==> src/rtl/clk_rst_seq_if.sv <==
// Reset-sequencer signal bundle: wizard lock status and software restart in,
// wizard/system resets and status out.
interface clk_rst_seq_if;
  logic       locked;
  logic       sw_rst_req;
  logic       wiz_resetn;
  logic       sys_rst_n;
  logic       seq_busy;
  logic       lock_fail;
  logic [3:0] retry_cnt;

  modport master (
    input  locked,
    input  sw_rst_req,
    output wiz_resetn,
    output sys_rst_n,
    output seq_busy,
    output lock_fail,
    output retry_cnt
  );

  modport slave (
    output locked,
    output sw_rst_req,
    input  wiz_resetn,
    input  sys_rst_n,
    input  seq_busy,
    input  lock_fail,
    input  retry_cnt
  );
endinterface

==> src/rtl/clk_rst_seq.sv <==
// Clock-wizard reset sequencer: holds the wizard in reset, waits for a stable
// lock with bounded retries, then releases the downstream system reset.
module clk_rst_seq #(
  parameter int unsigned HOLD_CYCLES   = 16,
  parameter int unsigned LOCK_TIMEOUT  = 1024,
  parameter int unsigned STABLE_CYCLES = 64,
  parameter int unsigned MAX_RETRIES   = 3
) (
  input  logic          clk_in1,
  input  logic          resetn,
  clk_rst_seq_if.master bus
);

  typedef enum logic [2:0] {
    HOLD      = 3'd0,
    WAIT_LOCK = 3'd1,
    STABLE    = 3'd2,
    RUN       = 3'd3,
    FAIL      = 3'd4
  } state_t;

  localparam logic [15:0] HOLD_LAST   = 16'(HOLD_CYCLES - 1);
  localparam logic [15:0] LOCK_LAST   = 16'(LOCK_TIMEOUT - 1);
  localparam logic [15:0] STABLE_LAST = 16'(STABLE_CYCLES - 1);
  localparam logic [3:0]  RETRY_MAX   = 4'(MAX_RETRIES);

  state_t      state_q, state_d;
  logic [15:0] cnt_q, cnt_d;
  logic [3:0]  retry_q, retry_d;
  logic        locked_meta_q, locked_s_q;
  logic        wiz_q, sys_q, busy_q, fail_q;

  always_comb begin
    state_d = state_q;
    cnt_d   = cnt_q + 16'd1;
    retry_d = retry_q;
    case (state_q)
      HOLD:      if (cnt_q == HOLD_LAST) state_d = WAIT_LOCK;
      WAIT_LOCK: begin
        // lock seen on the timeout cycle still wins over the retry
        if (locked_s_q) begin
          state_d = STABLE;
        end else if (cnt_q == LOCK_LAST) begin
          if (retry_q < RETRY_MAX) begin
            retry_d = retry_q + 4'd1;
            state_d = HOLD;
          end else begin
            state_d = FAIL;
          end
        end
      end
      STABLE: begin
        if (!locked_s_q)                state_d = WAIT_LOCK;
        else if (cnt_q == STABLE_LAST)  state_d = RUN;
      end
      RUN: begin
        if (!locked_s_q) begin
          state_d = HOLD;
          if (retry_q != '1) retry_d = retry_q + 4'd1;
        end
      end
      FAIL:    state_d = FAIL;
      default: state_d = HOLD;
    endcase
    if (state_d != state_q || state_q == RUN || state_q == FAIL) cnt_d = '0;
    if (bus.sw_rst_req) begin
      state_d = HOLD;
      cnt_d   = '0;
      retry_d = '0;
    end
  end

  // Outputs are registered from the next state so they switch on the same
  // edge as the state register.
  always_ff @(posedge clk_in1 or negedge resetn) begin
    if (!resetn) begin
      locked_meta_q <= 1'b0;
      locked_s_q    <= 1'b0;
      state_q       <= HOLD;
      cnt_q         <= '0;
      retry_q       <= '0;
      wiz_q         <= 1'b0;
      sys_q         <= 1'b0;
      busy_q        <= 1'b1;
      fail_q        <= 1'b0;
    end else begin
      locked_meta_q <= bus.locked;
      locked_s_q    <= locked_meta_q;
      state_q       <= state_d;
      cnt_q         <= cnt_d;
      retry_q       <= retry_d;
      wiz_q         <= !(state_d == HOLD || state_d == FAIL);
      sys_q         <= (state_d == RUN);
      busy_q        <= (state_d == HOLD || state_d == WAIT_LOCK || state_d == STABLE);
      fail_q        <= (state_d == FAIL);
    end
  end

  assign bus.wiz_resetn = wiz_q;
  assign bus.sys_rst_n  = sys_q;
  assign bus.seq_busy   = busy_q;
  assign bus.lock_fail  = fail_q;
  assign bus.retry_cnt  = retry_q;

endmodule

==> src/flat_wrapper.sv <==
// flat-port wrapper written by rule: the top's interface ports become plain ports
module clk_rst_seq_flat 
#(
  parameter int unsigned HOLD_CYCLES   = 16,
  parameter int unsigned LOCK_TIMEOUT  = 1024,
  parameter int unsigned STABLE_CYCLES = 64,
  parameter int unsigned MAX_RETRIES   = 3
)
  (clk_in1, resetn, bus_locked, bus_sw_rst_req, bus_wiz_resetn, bus_sys_rst_n, bus_seq_busy, bus_lock_fail, bus_retry_cnt);
  clk_rst_seq_if bus_i ();
  input  logic clk_in1;
  input  logic resetn;
  input wire logic [$bits(bus_i.locked)-1:0] bus_locked;
  input wire logic [$bits(bus_i.sw_rst_req)-1:0] bus_sw_rst_req;
  output wire logic [$bits(bus_i.wiz_resetn)-1:0] bus_wiz_resetn;
  output wire logic [$bits(bus_i.sys_rst_n)-1:0] bus_sys_rst_n;
  output wire logic [$bits(bus_i.seq_busy)-1:0] bus_seq_busy;
  output wire logic [$bits(bus_i.lock_fail)-1:0] bus_lock_fail;
  output wire logic [$bits(bus_i.retry_cnt)-1:0] bus_retry_cnt;
  assign bus_i.locked = bus_locked;
  assign bus_i.sw_rst_req = bus_sw_rst_req;
  assign bus_wiz_resetn = bus_i.wiz_resetn;
  assign bus_sys_rst_n = bus_i.sys_rst_n;
  assign bus_seq_busy = bus_i.seq_busy;
  assign bus_lock_fail = bus_i.lock_fail;
  assign bus_retry_cnt = bus_i.retry_cnt;
  clk_rst_seq #(.HOLD_CYCLES(HOLD_CYCLES), .LOCK_TIMEOUT(LOCK_TIMEOUT), .STABLE_CYCLES(STABLE_CYCLES), .MAX_RETRIES(MAX_RETRIES)) u_core (.clk_in1(clk_in1), .resetn(resetn), .bus(bus_i));
endmodule
==> config.mk <==
export PLATFORM = sky130hd
export DESIGN_NAME = clk_rst_seq_flat
export DESIGN_NICKNAME = d
export VERILOG_FILES = /design/src/rtl/clk_rst_seq_if.sv /design/src/rtl/clk_rst_seq.sv /design/src/flat_wrapper.sv
export SDC_FILE = /design/constraint.sdc
export NUM_CORES = 1
export LEC_CHECK = 0
export ABC_CLOCK_PERIOD_IN_PS = 1700
export CAP_MARGIN = 20
export CELL_PAD_IN_SITES_DETAIL_PLACEMENT = 0
export CELL_PAD_IN_SITES_GLOBAL_PLACEMENT = 1
export CORE_ASPECT_RATIO = 1.1
export CORE_MARGIN = 2
export CORE_UTILIZATION = 35
export DETAILED_ROUTE_END_ITERATION = 6
export HOLD_SLACK_MARGIN = 0.02
export PLACE_DENSITY_LB_ADDON = 0.1
export SLEW_MARGIN = 25
export SYNTH_ARGS = -nofsm -noshare
export SYNTH_HDL_FRONTEND = slang
export SYNTH_SLANG_ARGS = --single-unit
==> constraint.sdc <==
create_clock -name clk_in1 -period 1.7 [get_ports clk_in1]
set_input_delay 0.34 -clock clk_in1 [delete_from_list [all_inputs] [get_ports clk_in1]]
set_output_delay 0.34 -clock clk_in1 [all_outputs]
set_load 0.03 [all_outputs]
# Yosys cells after proc, flatten, opt, wreduce, memory -nomap -nowiden
# Index checks and enable logic that the tools add are counted.
# word_totals
ramBits	0
mem_bits_ro	0
ff_bits	29
output_inout_bits	8
latchBits	0
word_cells	58
mem_count	0
in_bits	4
# op_classes
n_mul	0
order_cmp	1
n_shift	0
mux	18
n_div	0
bitwise	0
n_addsub	2
n_eq_ne	18
n_reduce_logical	10
# op_table
op	count
$mux 16	2
$mux 3	8
$mux 4	6
$add 16x1->16 const B	1
$eq 16x10->1 const B	1
$eq 16x4->1 const B	1
$eq 16x6->1 const B	1
$pmux 3 s5	1
$eq 3x2->1 const B	4
$ne 3x2->1 const B	3
$pmux 4 s2	1
$eq 3x1->1 const B	2
$eq 3x3->1 const B	2
$logic_not 3->1	2
$ne 3x3->1 const B	2
$reduce_and 6->1	1
$logic_or 1x1->1	5
$add 4x1->4 const B	1
$lt 4x2->1 const B	1
$ne 4x4->1 const B	1
$ne 3x3->1	1
$reduce_bool 3->1	1
$logic_not 1->1	1

# Longest topological paths before layout
# depth
ltp_word	10
depth_mapped	6
ltp_nobuf	5

# Worst setup path before layout
# No wires, ideal clock.
# synth_timing
kind	register to register
from	register u_core.cnt_q[0]
to	register u_core.retry_q[0] (netlist: u_core.bus.retry_cnt[0])
slack_ns	-0.126
t_arrival_ns	1.699
path_stages_with_launch	7
n_path_buf	1
t_required_ns	1.573
path_cell_list	dfrtp_1 ha_1 and3_1 clkbuf_1 nand4_1 o21a_1 mux2_1
# synth_between
elab_chain_cells	3
# synth_lines
element	line_no	text
start, declared	clk_rst_seq.sv:28	logic [15:0] cnt_q, cnt_d;
start signal, assigned	clk_rst_seq.sv:90	cnt_q <= cnt_d;
$eq 16x10->1	clk_rst_seq.sv:43	end else if (cnt_q == LOCK_LAST) begin
$ne 3x2->1 (no source line)	--	
$reduce_and 6->1 (no source line)	--	
end signal, assigned	clk_rst_seq.sv:91	retry_q <= retry_d;
end, declared	clk_rst_seq.sv:29	logic [3:0] retry_q, retry_d;
# Every way passes these cells.
# A chain may end at the register's enable or synchronous reset.

# Worst setup path after layout
# layout_timing
from	register u_core.cnt_q[10]
to	register u_core.retry_q[0] (netlist: u_core.bus.retry_cnt[0])
# The elaborated chain is that of the path after synthesis.

==> impl_metrics.json <==
{
  "grt_antenna_before_repair": 0,
  "synth_warnings": 0,
  "r2r-start": "u_core.cnt_q[10]$_DFF_PN0_",
  "numPortBuffers": 11,
  "grt_pass1_wl_mm": 6.17,
  "synth_mux_area_share_pct": 2.07,
  "r2r_setup_slack_ns": -0.01,
  "drv_cap": 0,
  "synth_top_family_by_area": "simple AND/OR/NAND/NOR gates",
  "placedCellCount": 248,
  "tritoncts": "built",
  "powerDensity_nw_per_um2": 623,
  "clock_path_buffers": 2,
  "cts-root-buf": "clkbuf_8",
  "vias": 1324,
  "gp_congestion": 0.777,
  "maxSlewViolCount": 0,
  "wl_mm": 3.71,
  "p_leak_nw": 1.05,
  "finalCritPeriodShare_pct": 101,
  "io_pins": 12,
  "finalClockSkew_ns": 0.00600,
  "clock_sinks": 29,
  "yosys.area_share.simple_pct": 30.0,
  "status": "finished with violations",
  "overflow": 0,
  "ir_drop_uv": 550,
  "synth-compound-area-share_pct": 8.36,
  "synthFlopType": "dfrtp_1",
  "yosysSeqAreaShare_pct": 48.1,
  "dpl_cell_area_um2": 1980,
  "synth.distinct_cells": 43,
  "avgViaCountPerCell": 5.02,
  "slew_headroom_pct": 71.4,
  "clk_pin_slew_ns": 0.06,
  "postSynthAreaPerCell_um2": 10.3,
  "timing.fmax_ghz": 0.583,
  "yosys.area_share.xor_xnor_pct": 7.53,
  "worst_pin_slew_ns": 0.426,
  "final_area_um2": 2280,
  "cts_made_buffers": 5,
  "syn_to_final_growth_pct": 50.9,
  "fp-row-count": 25,
  "rr_endpoint": "u_core.bus.retry_cnt[0]$_DFFE_PN0P_",
  "required_ns": 1.86,
  "drt_iter0_markers": 102,
  "nNetsFinal": 215,
  "die_area_um2": 4860,
  "violations": "negative setup slack",
  "grt_pass1_vias": 1388,
  "syn_inst": 147,
  "drc": 0,
  "r2r_cells": 5,
  "worst-setup-path-type": "reg -> reg",
  "diodes": 0,
  "synthAdderAreaFrac_pct": 1.66,
  "cp.arrival_ns": 1.87,
  "fin_ws_ns": -0.0139,
  "dp_hpwl_mm": 2.66,
  "initial_core_util_pct": 35.8,
  "grt_usage_pct": 16.8,
  "synthArstFlopShare_pct": 100,
  "die_w_um": 66.7,
  "drtPass1Iterations": 4,
  "synth_edf_count": 0,
  "drive_gt1_share_pct": 41.9,
  "synth_nets": 153,
  "worstSkewPairLatency_ns": 0.28,
  "fillers": 400,
  "ys_ff_latch": 29,
  "cp-startpoint": "u_core.cnt_q[10]$_DFF_PN0_",
  "cts_hold_buf": 0,
  "critPathLaunchType": "flip-flop",
  "hold_class": "reg -> reg",
  "finalSetupViolCount": 2,
  "critPathMaxFanout": 3,
  "rsz0062_at_grt": "true",
  "wl_per_cell_um": 14.1,
  "layout.cells.non_filler": 264,
  "endpoint": "u_core.bus.retry_cnt[0]$_DFFE_PN0P_",
  "ant_nets": 0,
  "crit_path_end_kind": "flip-flop",
  "layout_min_cycle_time_ns": 1.71,
  "die_y_um": 72.9,
  "grt_max_degree": 30,
  "coreArea_um2": 4220,
  "netlist_area_um2": 1510,
  "htreeDepth": 2,
  "hold_violations": 0
}
==> worst min-delay path by stage <==
stage	startpoint	endpoint	slack (ns)	depth (start not counted)
after floorplan	resetn	u_core.bus.lock_fail$_DFF_PN0_	0.04	0
after global placement	u_core.locked_meta_q$_DFF_PN0_	u_core.locked_s_q$_DFF_PN0_	0.33	0
after detailed placement	u_core.locked_meta_q$_DFF_PN0_	u_core.locked_s_q$_DFF_PN0_	0.33	0
after CTS	u_core.locked_meta_q$_DFF_PN0_	u_core.locked_s_q$_DFF_PN0_	0.35	0
after global routing	u_core.locked_meta_q$_DFF_PN0_	u_core.locked_s_q$_DFF_PN0_	0.37	0
final	u_core.locked_meta_q$_DFF_PN0_	u_core.locked_s_q$_DFF_PN0_	0.35	0
==> Yosys cell counts (2+ instances only) <==
cell | n | area [µm²]
dfrtp_1 | 28 | 701
nor3b_1 | 2 | 15.0
o21ai_0 | 2 | 10.0
nand4_1 | 6 | 37.5
and2_1 | 3 | 18.8
xor2_1 | 8 | 70.1
clkbuf_1 | 4 | 15.0
mux2i_1 | 2 | 20.0
nor3_1 | 9 | 45.0
ha_1 | 2 | 25.0
or3_2 | 2 | 15.0
nor4_1 | 4 | 25.0
nand3_1 | 12 | 60.1
a21oi_2 | 2 | 17.5
inv_1 | 2 | 7.51
nor2_1 | 13 | 48.8
nand2_1 | 9 | 33.8
xnor2_1 | 5 | 43.8
nor2b_1 | 2 | 12.5
a21oi_1 | 3 | 15.0
and3_1 | 2 | 12.5
o31ai_1 | 4 | 30.0
==> cell families after synthesis <==
logic type               count (synthesis)
XOR/XNOR                                13
AO/OA/AOI/OAI                           17
flip-flops                              29
AND/OR/NAND/NOR                         76
adder cells (fa/ha/maj)                  2
multiplexers                             3
buffers and inverters                    7
==> cell usage in the layout, fill, tap and decap left out, types with 3 or more instances in the layout <==
master,Yosys,routed
nand2_1,9,8
nor2_2,0,3
o31ai_1,4,3
nand3_1,12,12
clkdlybuf4s50_1,0,6
nor2_1,13,9
buf_6,1,4
xor2_1,8,8
dfrtp_1,28,28
nor3_1,9,3
nor3_2,0,4
clkbuf_8,0,6
a21oi_2,2,3
and2_1,3,3
xnor2_1,5,5
buf_4,0,44
dlygate4sd2_1,0,3
nand4_1,6,6
==> flip-flops by register name (all words and copies together), names as in the netlist <==
register               count
u_core.bus.sys_rst_n       1
u_core.state_q             3
u_core.locked_s_q          1
u_core.locked_meta_q       1
u_core.bus.wiz_resetn      1
u_core.bus.retry_cnt       4
u_core.bus.seq_busy        1
u_core.cnt_q              16
u_core.bus.lock_fail       1
==> per-stage QoR <==
| step | TNS, ns | utilization [%] | hold WS, ns | power (mW) | worst slack (ns) |
|---|---|---|---|---|---|
| final | -0.0245 | 54.0 | 0.347 | 1.42 | -0.0139 |
| after global routing | -1.09 | 54.0 | 0.375 | 1.49 | -0.110 |
| after CTS | -0.430 | 50.0 | 0.347 | 1.42 | -0.0736 |
| after detailed placement | -1.39 | 46.8 | 0.335 | 0.837 | -0.117 |
| after global placement | -1.35 | 46.8 | 0.335 | 0.834 | -0.121 |
| after floorplan | -0.0155 | - | 0.0444 | 0.771 | -0.0155 |
==> power breakdown <==
group          leakage, nW  total, mW  internal [mW]  switching [mW]
sequential           0.394      0.717          0.707          0.0104
clock               0.0455      0.575          0.329           0.245
combinational        0.608      0.129         0.0628          0.0661
total                 1.05       1.42           1.10           0.322
==> metal layers <==
metal	up-vias	part of all wire (%)	track usage, %
met5	-	0	0
li1	664	-	-
met2	19	53	29.9
met3	5	2.6	4.17
met4	0	1.5	6.35
met1	636	42	19.2
==> worst max-delay path: stages, from the launching register on <==
cell and delay (ns):
dfrtp_1 0.40, nor4_2 0.32, nand4_1 0.21, buf_4 0.18, o21a_1 0.19, mux2_4 0.30
==> repair_timing <==
action                     in CTS  in global routing
resized for setup               6                 29
setup endpoints to repair      20                 24
pin swaps                       5                 16
cloned                          0                  1
setup buffers                   4                  3
==> final cells by class <==
type,instances,area [µm²],area share [%]
multi-input combinational,112,902,39.6
timing repair buffer,59,487,21.3
inverter,2,7.51,0.329
tap,54,67.6,2.96
clock buffer,8,90.1,3.95
sequential,29,727,31.9
No activity file was read; power rests on OpenSTA's default activity.
